--- config.mk ---
export PLATFORM = sky130hd
export DESIGN_NAME = noc_packet_injector
export DESIGN_NICKNAME = d
export VERILOG_FILES = /design/src/rtl/noc_packet_injector.sv
export SDC_FILE = /design/constraint.sdc
export NUM_CORES = 2
export LEC_CHECK = 0
export CAP_MARGIN = 0
export CORE_AREA = 5 5 406 408
export DETAILED_ROUTE_END_ITERATION = 8
export DIE_AREA = 0 0 411 413
export GPL_TIMING_DRIVEN = 0
export MAX_ROUTING_LAYER = met4
export PLACE_DENSITY = 0.58
export SYNTH_ARGS = -nofsm -noshare
export SYNTH_HDL_FRONTEND = slang
export SYNTH_SLANG_ARGS = --single-unit
--- constraint.sdc ---
create_clock -name clk -period 3.2 [get_ports clk]
set_clock_uncertainty 0.1 [all_clocks]
set_input_delay 0.64 -clock clk [delete_from_list [all_inputs] [get_ports clk]]
set_output_delay 0.64 -clock clk [all_outputs]
set_load 0.005 [all_outputs]
--- src/rtl/noc_packet_injector.sv ---
// noc_packet_injector: launches one packet into a selected router slot of a flat
// NoC injection bus and holds it until that router acknowledges it. Push-button
// keys edit the router index and the payload counter, and two 7-segment digits
// show the low nibble of each.
// Optional feature macro: INJ_TIMEOUT_EN (ack-wait timeout with sticky err flag).
module noc_packet_injector #(
  parameter int unsigned N_ROUTERS = 64,
  parameter int unsigned ADDR_W    = 6,
  parameter int unsigned DATA_W    = 14,
  parameter int unsigned TIMEOUT   = 255
) (
  input  logic                             clk,
  input  logic                             rst,
  input  logic                             sw_on,
  input  logic                             sw_sel_data,
  input  logic                             sw_sel_router,
  input  logic                             key_inc,
  input  logic                             key_dec,
  input  logic [N_ROUTERS-1:0]             out_ack,
  output logic [N_ROUTERS*(DATA_W+1)-1:0]  out_data,
  output logic                             busy,
  output logic [7:0]                       sent_cnt,
  output logic                             err,
  output logic [6:0]                       hex_data,
  output logic [6:0]                       hex_router
);

  localparam int unsigned SLOT_W = DATA_W + 1;
  localparam int unsigned BUS_W  = N_ROUTERS * SLOT_W;
  localparam logic [ADDR_W-1:0] ROUTER_MAX = ADDR_W'(N_ROUTERS - 1);

  // Reject illegal parameter combinations at elaboration
  if (N_ROUTERS < 2 || N_ROUTERS > 256 || (1 << ADDR_W) < N_ROUTERS || TIMEOUT < 1) begin : g_bad_param
    $error("noc_packet_injector: illegal parameter combination");
  end

  typedef enum logic {ST_IDLE, ST_SEND} state_t;

  state_t              r_state;
  logic [2:0]          r_sync1;   // {dec, inc, on}
  logic [2:0]          r_sync2;
  logic [2:0]          r_prev;
  logic [ADDR_W-1:0]   r_router;
  logic [DATA_W-1:0]   r_data;
  logic [ADDR_W-1:0]   r_snap_router;
  logic [BUS_W-1:0]    r_out_data;
  logic                r_busy;
  logic [7:0]          r_sent_cnt;
  logic [6:0]          r_hex_data;
  logic [6:0]          r_hex_router;

  logic [2:0]          w_edge;
  logic                w_on;
  logic                w_inc;
  logic                w_dec;
  logic [ADDR_W-1:0]   w_router_nxt;
  logic [DATA_W-1:0]   w_data_nxt;
  logic [BUS_W-1:0]    w_launch_bus;
  logic                w_ack_hit;
  logic                w_timeout;

  // Active-low hex digit decode, bit6 = a ... bit0 = g
  function automatic logic [6:0] f_seg(input logic [3:0] n);
    case (n)
      4'h0: f_seg = 7'b0000001;
      4'h1: f_seg = 7'b1001111;
      4'h2: f_seg = 7'b0010010;
      4'h3: f_seg = 7'b0000110;
      4'h4: f_seg = 7'b1001100;
      4'h5: f_seg = 7'b0100100;
      4'h6: f_seg = 7'b0100000;
      4'h7: f_seg = 7'b0001111;
      4'h8: f_seg = 7'b0000000;
      4'h9: f_seg = 7'b0000100;
      4'hA: f_seg = 7'b0001000;
      4'hB: f_seg = 7'b1100000;
      4'hC: f_seg = 7'b0110001;
      4'hD: f_seg = 7'b1000010;
      4'hE: f_seg = 7'b0110000;
      default: f_seg = 7'b0111000;
    endcase
  endfunction

  assign w_edge = r_sync2 & ~r_prev;
  assign w_on   = w_edge[0];
  assign w_inc  = w_edge[1] & ~w_edge[2];
  assign w_dec  = w_edge[2] & ~w_edge[1];
  assign w_ack_hit = out_ack[r_snap_router];

  // Next router/data values from key edges; router selection has priority
  always_comb begin
    w_router_nxt = r_router;
    w_data_nxt   = r_data;
    if (sw_sel_router) begin
      if (w_inc)      w_router_nxt = (r_router == ROUTER_MAX) ? '0 : r_router + ADDR_W'(1);
      else if (w_dec) w_router_nxt = (r_router == '0) ? ROUTER_MAX : r_router - ADDR_W'(1);
    end else if (sw_sel_data) begin
      if (w_inc)      w_data_nxt = r_data + DATA_W'(1);
      else if (w_dec) w_data_nxt = r_data - DATA_W'(1);
    end
  end

  // Slot bus image for a packet launched from the current router/data
  always_comb begin
    w_launch_bus = '0;
    for (int i = 0; i < int'(N_ROUTERS); i++) begin
      if (ADDR_W'(i) == r_router) w_launch_bus[i*SLOT_W +: SLOT_W] = {1'b1, r_data};
    end
  end

  // Input synchronizers, edge history, edit counters and display digits
  always_ff @(posedge clk) begin
    if (rst) begin
      r_sync1      <= '0;
      r_sync2      <= '0;
      r_prev       <= '0;
      r_router     <= '0;
      r_data       <= '0;
      r_hex_data   <= 7'b0000001;
      r_hex_router <= 7'b0000001;
    end else begin
      r_sync1      <= {key_dec, key_inc, sw_on};
      r_sync2      <= r_sync1;
      r_prev       <= r_sync2;
      r_router     <= w_router_nxt;
      r_data       <= w_data_nxt;
      r_hex_data   <= f_seg(4'(w_data_nxt));
      r_hex_router <= f_seg(4'(w_router_nxt));
    end
  end

`ifdef INJ_TIMEOUT_EN
  localparam int unsigned WAIT_W = $clog2(TIMEOUT + 1);
  logic [WAIT_W-1:0] r_wait;
  logic              r_err;
  assign w_timeout = (r_wait == WAIT_W'(TIMEOUT - 1));
  assign err       = r_err;
`else
  assign w_timeout = 1'b0;
  assign err       = 1'b0;
`endif

  // Injection FSM: IDLE launches on a sw_on edge, SEND holds until ack (or timeout)
  always_ff @(posedge clk) begin
    if (rst) begin
      r_state       <= ST_IDLE;
      r_out_data    <= '0;
      r_busy        <= 1'b0;
      r_snap_router <= '0;
      r_sent_cnt    <= '0;
`ifdef INJ_TIMEOUT_EN
      r_wait        <= '0;
      r_err         <= 1'b0;
`endif
    end else begin
      case (r_state)
        ST_IDLE: begin
          if (w_on) begin
            r_state       <= ST_SEND;
            r_busy        <= 1'b1;
            r_out_data    <= w_launch_bus;
            r_snap_router <= r_router;
`ifdef INJ_TIMEOUT_EN
            r_wait        <= '0;
`endif
          end
        end
        default: begin
          if (w_ack_hit) begin
            r_state    <= ST_IDLE;
            r_busy     <= 1'b0;
            r_out_data <= '0;
            r_sent_cnt <= r_sent_cnt + 8'd1;
          end else if (w_timeout) begin
            r_state    <= ST_IDLE;
            r_busy     <= 1'b0;
            r_out_data <= '0;
`ifdef INJ_TIMEOUT_EN
            r_err      <= 1'b1;
`endif
          end else begin
`ifdef INJ_TIMEOUT_EN
            r_wait     <= r_wait + WAIT_W'(1);
`endif
          end
        end
      endcase
    end
  end

  assign out_data   = r_out_data;
  assign busy       = r_busy;
  assign sent_cnt   = r_sent_cnt;
  assign hex_data   = r_hex_data;
  assign hex_router = r_hex_router;

endmodule

Word-level counts from Yosys, hierarchy flattened
Memories as Yosys holds them, arrays and structs flattened. A register that Yosys moved wholly into a read port is not among the register bits.
Cells that the tools add are included.

storage, ports and cells
  register bits after elaboration = 1005
  latch bits = 0
  memory bits (writable) = 0
  memory bits (read-only) = 224
  bits of input ports = 71
  output and inout bits = 984
  memories kept = 2

memories
  name              depth  width  read ports  clocked after Yosys merged registers in  wr ports  RTL line  text
  (name not given)  16     7      1           1                                        0         64        case (n)
  (name not given)  16     7      1           1                                        0         64

cells by class
  add/subtract/negate cells = 5
  $mul = 0
  divide/modulo/power cells = 0
  $lt $le $gt $ge = 1
  equality and inequality tests = 65
  shifts and indexed selects = 0
  mux-type cells = 84
  bitwise operators = 8
  reductions and logical operators = 8

operators by type and width
  operator                                                     number
  two-way mux 960 bit                                          3
  two-way mux 15 bit                                           64
  == test 6 bit (first input constant)                         32
  == test 5 x 6 -> 1 bit (first input constant)                16
  == test 4 x 6 -> 1 bit (first input constant)                8
  two-way mux 14 bit                                           2
  == test 3 x 6 -> 1 bit (first input constant)                4
  two-way mux 6 bit                                            4
  adder 14 x 1 -> 14 bit (second input constant)               1
  subtractor 14 x 1 -> 14 bit (second input constant)          1
  == test 2 x 6 -> 1 bit (first input constant)                2
  two-way mux 4 bit                                            3
  adder 8 x 1 -> 8 bit (second input constant)                 1
  AND reduction 2 bit                                          4
  less-than comparator 6 x 7 -> 1 bit (second input constant)  1
  two-way mux 1 bit                                            7
  adder 6 x 1 -> 6 bit (second input constant)                 1
  binary-select mux 1 bit (select 6 bit)                       1
  == test 1 x 6 -> 1 bit (first input constant)                1
  == test 6 bit (second input constant)                        1
  zero test 6 bit                                              1
  subtractor 6 x 1 -> 6 bit (second input constant)            1
  inverter 1 bit                                               4
  nonzero test 2 bit                                           2
  5 further kinds                                              6

Logic depth before layout (Yosys ltp)
  depth in word-level cells = 8
  gate-level depth with buffers = 14
  depth with buffers taken out = 13

Least setup slack after synthesis
Ideal clock, no wire load.

  path type = register to register
  from = register r_prev[1]
  to = register r_hex_router[6] (netlist: hex_router[6])
  library setup time = 0.132 ns
  arrival = 2.919 ns
  slack = 0.048 ns
  cell stages (with the launch flop) = 14
  cell sequence = dfxtp_1 -> nand2b_1 -> inv_1 -> ha_1 -> clkbuf_1 -> buf_1 -> a21oi_1 -> o31ai_1 -> inv_1 -> ha_1 -> nand2_1 -> a2111oi_0 -> a41oi_1 -> or3b_2

between the ends
  word-level cells in the longest chain between the ends = 7

ends and longest elaborated chain
  item                    RTL line  text
  from (decl)             42        logic [2:0] r_prev;
  from (signal assigned)  124       r_prev <= r_sync2;
  inverter 3 bit (*)      84        assign w_edge = r_sync2 & ~r_prev;
  AND 3 bit (*)           84
  inverter 1 bit          87        assign w_dec = w_edge[2] & ~w_edge[1];
  AND 1 bit               87
  two-way mux 6 bit       96        else if (w_dec) w_router_nxt = (r_router == '0) ? ROUTER_MAX : r_router - ADDR_W'(1);
  two-way mux 6 bit (*)   95        if (w_inc) w_router_nxt = (r_router == ROUTER_MAX) ? '0 : r_router + ADDR_W'(1);
  two-way mux 4 bit (*)   94        if (sw_sel_router) begin
  via w_router_nxt[0]     56        logic [ADDR_W-1:0] w_router_nxt;
  to (decl)               50        logic [6:0] r_hex_router;

The timed path passes the listed nets; every way through them passes the cells marked *. The select of a mux whose other input is x is not followed.
A chain may end at the register's enable or synchronous reset.

Final worst setup path
  from = register r_snap_router[1]
  to = register r_out_data[815] (netlist: out_data[815])

between the ends
  word-level cells in the longest chain between the ends = 4

ends and longest elaborated chain
  item                                     RTL line  text
  from (decl)                              45        logic [ADDR_W-1:0] r_snap_router;
  from (signal assigned)                   162       r_snap_router <= r_router;
  binary-select mux 1 bit (select 6 bit)   88        assign w_ack_hit = out_ack[r_snap_router];
  two-way mux 1 bit (not written as such)  88
  != test 2 x 1 -> 1 bit (no line)         -
  AND reduction 2 bit (no line)            -
  to (signal assigned)                     161       r_out_data <= w_launch_bus;
  to (decl)                                46        logic [BUS_W-1:0] r_out_data;

No other way between the ends. The select of a mux whose other input is x is not followed.

==> results.toml <==
[status]
status = "complete, but fails checks"
violations = "negative setup slack"

[cts]
cts_buffers = 113
path_clk_slew_ns = 0.06
htreeDepth = 3
clk_latency_ns = 0.77
cts-root-buf = "clkbuf_16"
cts_tree = "yes"
cts.sinks = 1019
cts-hold-fix-buffers = 0
clk_path_buf_depth = 3

[global_route]
track_usage = 0.257
grt_pass1_vias = 39300
grt_max_degree = 19
grt_pass1_wl_mm = 304
gr-total-overflow = 0
antenna_found_initial = 8

[layout]
drive_gt1_frac = 0.121
final_area_mm2 = 0.0592
area_growth_pct = 52.4
nets = 6190

[setup_path]
cp-start-kind = "register"
worstPathRequired_ns = 3.76
crit_type = "reg2reg"
path_delay_family = "buffers and inverters"
arrival_ns = 3.79
crit_top_cell = "buf_12"
cp.buffers_inverters = 8
setup.worst_path.end_class = "register"
worstPathCellList = "buf_8 -> buf_12 -> mux4_2 -> mux2i_4 -> mux2i_1 -> o211ai_1 -> buf_4 -> o221a_4 -> buf_12 -> buf_12 -> buf_12 -> buf_12 -> buf_8 -> nand2_2 -> a21oi_2"
crit_fanout = 6
critPathMaxStageDelay_ns = 0.52
crit_slowest_cell = "mux4_2"

[logic_synthesis]
avgSynthCellArea_um2 = 7.96
synth_top_area_share = 0.525
yosysWarnings = 0
netlist_top_cells_area = "dfxtp_1, a21oi_1, nand3_1"
mappedNetlistNets = 4979
synth-edff-count = 0
netlist_area_mm2 = 0.0389
ys_seq_elements = 1019
yosysSeqAreaShare = 0.525
yosysTopAreaCell = "dfxtp_1"
synth-main-ff-cell = "dfxtp_1"
synthArstFlopShare = 0
syn_inst = 4884
ys_types = 65

[timing]
fin_crit_sh = 1.01
slew_headroom = 0.113
fmax_mhz = 310
rsz0062_at_grt = "yes"
period_minus_slack_ns = 3.22
worstMarginPinSlew_ns = 1.33
fin_ws_ns = -0.0237
setup_viol = 7
hold_viol = 0
slew_viol_final = 0

[drt]
post-route-drc-count = 0
final_antenna_net_count = 0
wl_per_cell_um = 27.2
viasPerCell = 5.07
drt-initial-drc-count = 3958
vias = 42400
first_pass_iters = 6
drt_wl_total_mm = 228

[floorplan]
fp-row-count = 148
coreArea_mm2 = 0.161
ios = 1055
die_area_mm2 = 0.170
die_w_um = 411
die_h_um = 413
start_util = 0.241

[hold_path]
hp-class = "reg2reg"

[power]
power.density_mw_per_mm2 = 486
power.internal_uw = 21400
netSwitchingFraction = 0.256
total_power_uw = 28800
pwr-share-seq = 0.442
combPwrFrac = 0.081
p_sw_uw = 7380
max-vdd-ir-drop_mv = 0.529
leakagePower_uw = 0.0190
p_clk_frac = 0.477

[placement]
numPortBuffers = 1052
hpwl_mm = 168
place_congestion = 0.941
place_area_mm2 = 0.0522

[job]
drv_cap = 0
-- synth_stat cells, types with 7 or more instances --
library cell  instances
buf_1                74
nor3_1               11
nor2_1              115
ha_1                 24
mux4_2               17
or3_1                 7
nand3_1             913
o21ai_0              31
nand4_1               8
mux2i_1              13
buf_6                15
a21oi_1             990
inv_1                18
dfxtp_1            1019
buf_2               142
nand2_1            1077
buf_4                30
nor2b_1              17
clkbuf_1            265
-- flip-flops by register name, summed over array words and instances, names as in the netlist --
name	cells
busy	1
hex_data	7
hex_router	7
out_data	960
r_data	14
r_prev	3
r_router	6
r_snap_router	6
r_state	1
r_sync1	3
r_sync2	3
sent_cnt	8
-- final cells by class --
class / instances / area (µm²)
tap: 2175 / 2720
sequential: 1019 / 20400
timing repair buffer: 1102 / 11500
multi-input combinational: 3318 / 17000
buffer: 523 / 3600
antenna: 5 / 12.5
clock buffer: 165 / 3220
clock inverter: 42 / 654
fill: 16600 / 102000
inverter: 18 / 67.6
-- layout by cell type (no fill, tap or decap), types with 40 or more instances in the layout --
| cell | instances |
|---|---|
| a21oi_1 | 871 |
| a21oi_2 | 119 |
| buf_1 | 64 |
| buf_2 | 40 |
| buf_4 | 66 |
| buf_6 | 54 |
| clkbuf_1 | 236 |
| clkbuf_16 | 135 |
| clkdlybuf4s50_1 | 1052 |
| dfxtp_1 | 1015 |
| nand2_1 | 1029 |
| nand3_1 | 901 |
| nor2_1 | 71 |
-- logic make-up (layout without fill, tap and decap cells) --
| family | Yosys count | after routing | synth area share |
|---|---|---|---|
| other | 1 | 6 | 0.0000965 |
| XOR/XNOR | 7 | 7 | 0.00158 |
| adder cells (fa/ha/maj) | 24 | 24 | 0.00773 |
| multiplexers | 34 | 34 | 0.0144 |
| AND/OR/NAND/NOR | 2175 | 2175 | 0.244 |
| buffers and inverters | 547 | 1850 | 0.0641 |
| flip-flops | 1019 | 1019 | 0.525 |
| AO/OA/AOI/OAI | 1077 | 1077 | 0.143 |
-- final timing paths --
kind	from	end	slack, ns	cells after the start
max	r_snap_router[1]$_SDFFE_PP0P_	out_data[815]$_SDFFE_PP0P_	-0.02	15
min	r_sync1[0]$_SDFF_PP0_	r_sync2[0]$_SDFF_PP0_	0.34	1
max reg2reg	r_snap_router[1]$_SDFFE_PP0P_	out_data[815]$_SDFFE_PP0P_	-0.02	15
min reg2reg	r_sync1[0]$_SDFF_PP0_	r_sync2[0]$_SDFF_PP0_	0.34	1
-- timing repair --
item | 4_1_cts | 5_1_grt
setup endpoints to repair | 975 | 970
setup buffers | 19 | 1
resized for setup | 258 | 510
pin swaps | 6 | 48
gates cloned | 6 | 22
-- layer usage --
metal,global-route usage,part of all wire,up-vias
met5,-,0,-
li1,-,-,19000
met4,0.129,0.058,0
met2,0.418,0.47,2138
met3,0.0563,0.085,497
met1,0.300,0.38,20700
-- power groups by stage --
stage          clock (µW)  sequential, µW  combinational (µW)
5_1_grt             14400           12700                2420
3_3_place_gp            0           13000                1780
2_1_floorplan           0           13000                 966
4_1_cts             13900           12700                2010
6_report            13700           12700                2320
3_5_place_dp            0           13000                1790
-- stage by stage --
step                setup TNS [ns]  std cells  setup slack, ns   util  hold WS, ns
floorplan                        0       4884           0.0485      -        0.314
global placement          -1974.01       8111            -2.91  0.323        0.327
CTS                         -0.218       8341          -0.0324  0.355        0.274
detailed placement        -1106.86       8113            -1.98  0.324        0.329
global route                -41.37       8363           -0.148  0.367        0.320
finish                     -0.0712       8367          -0.0237  0.367        0.341
No activity file was read; power rests on OpenSTA's default activity.
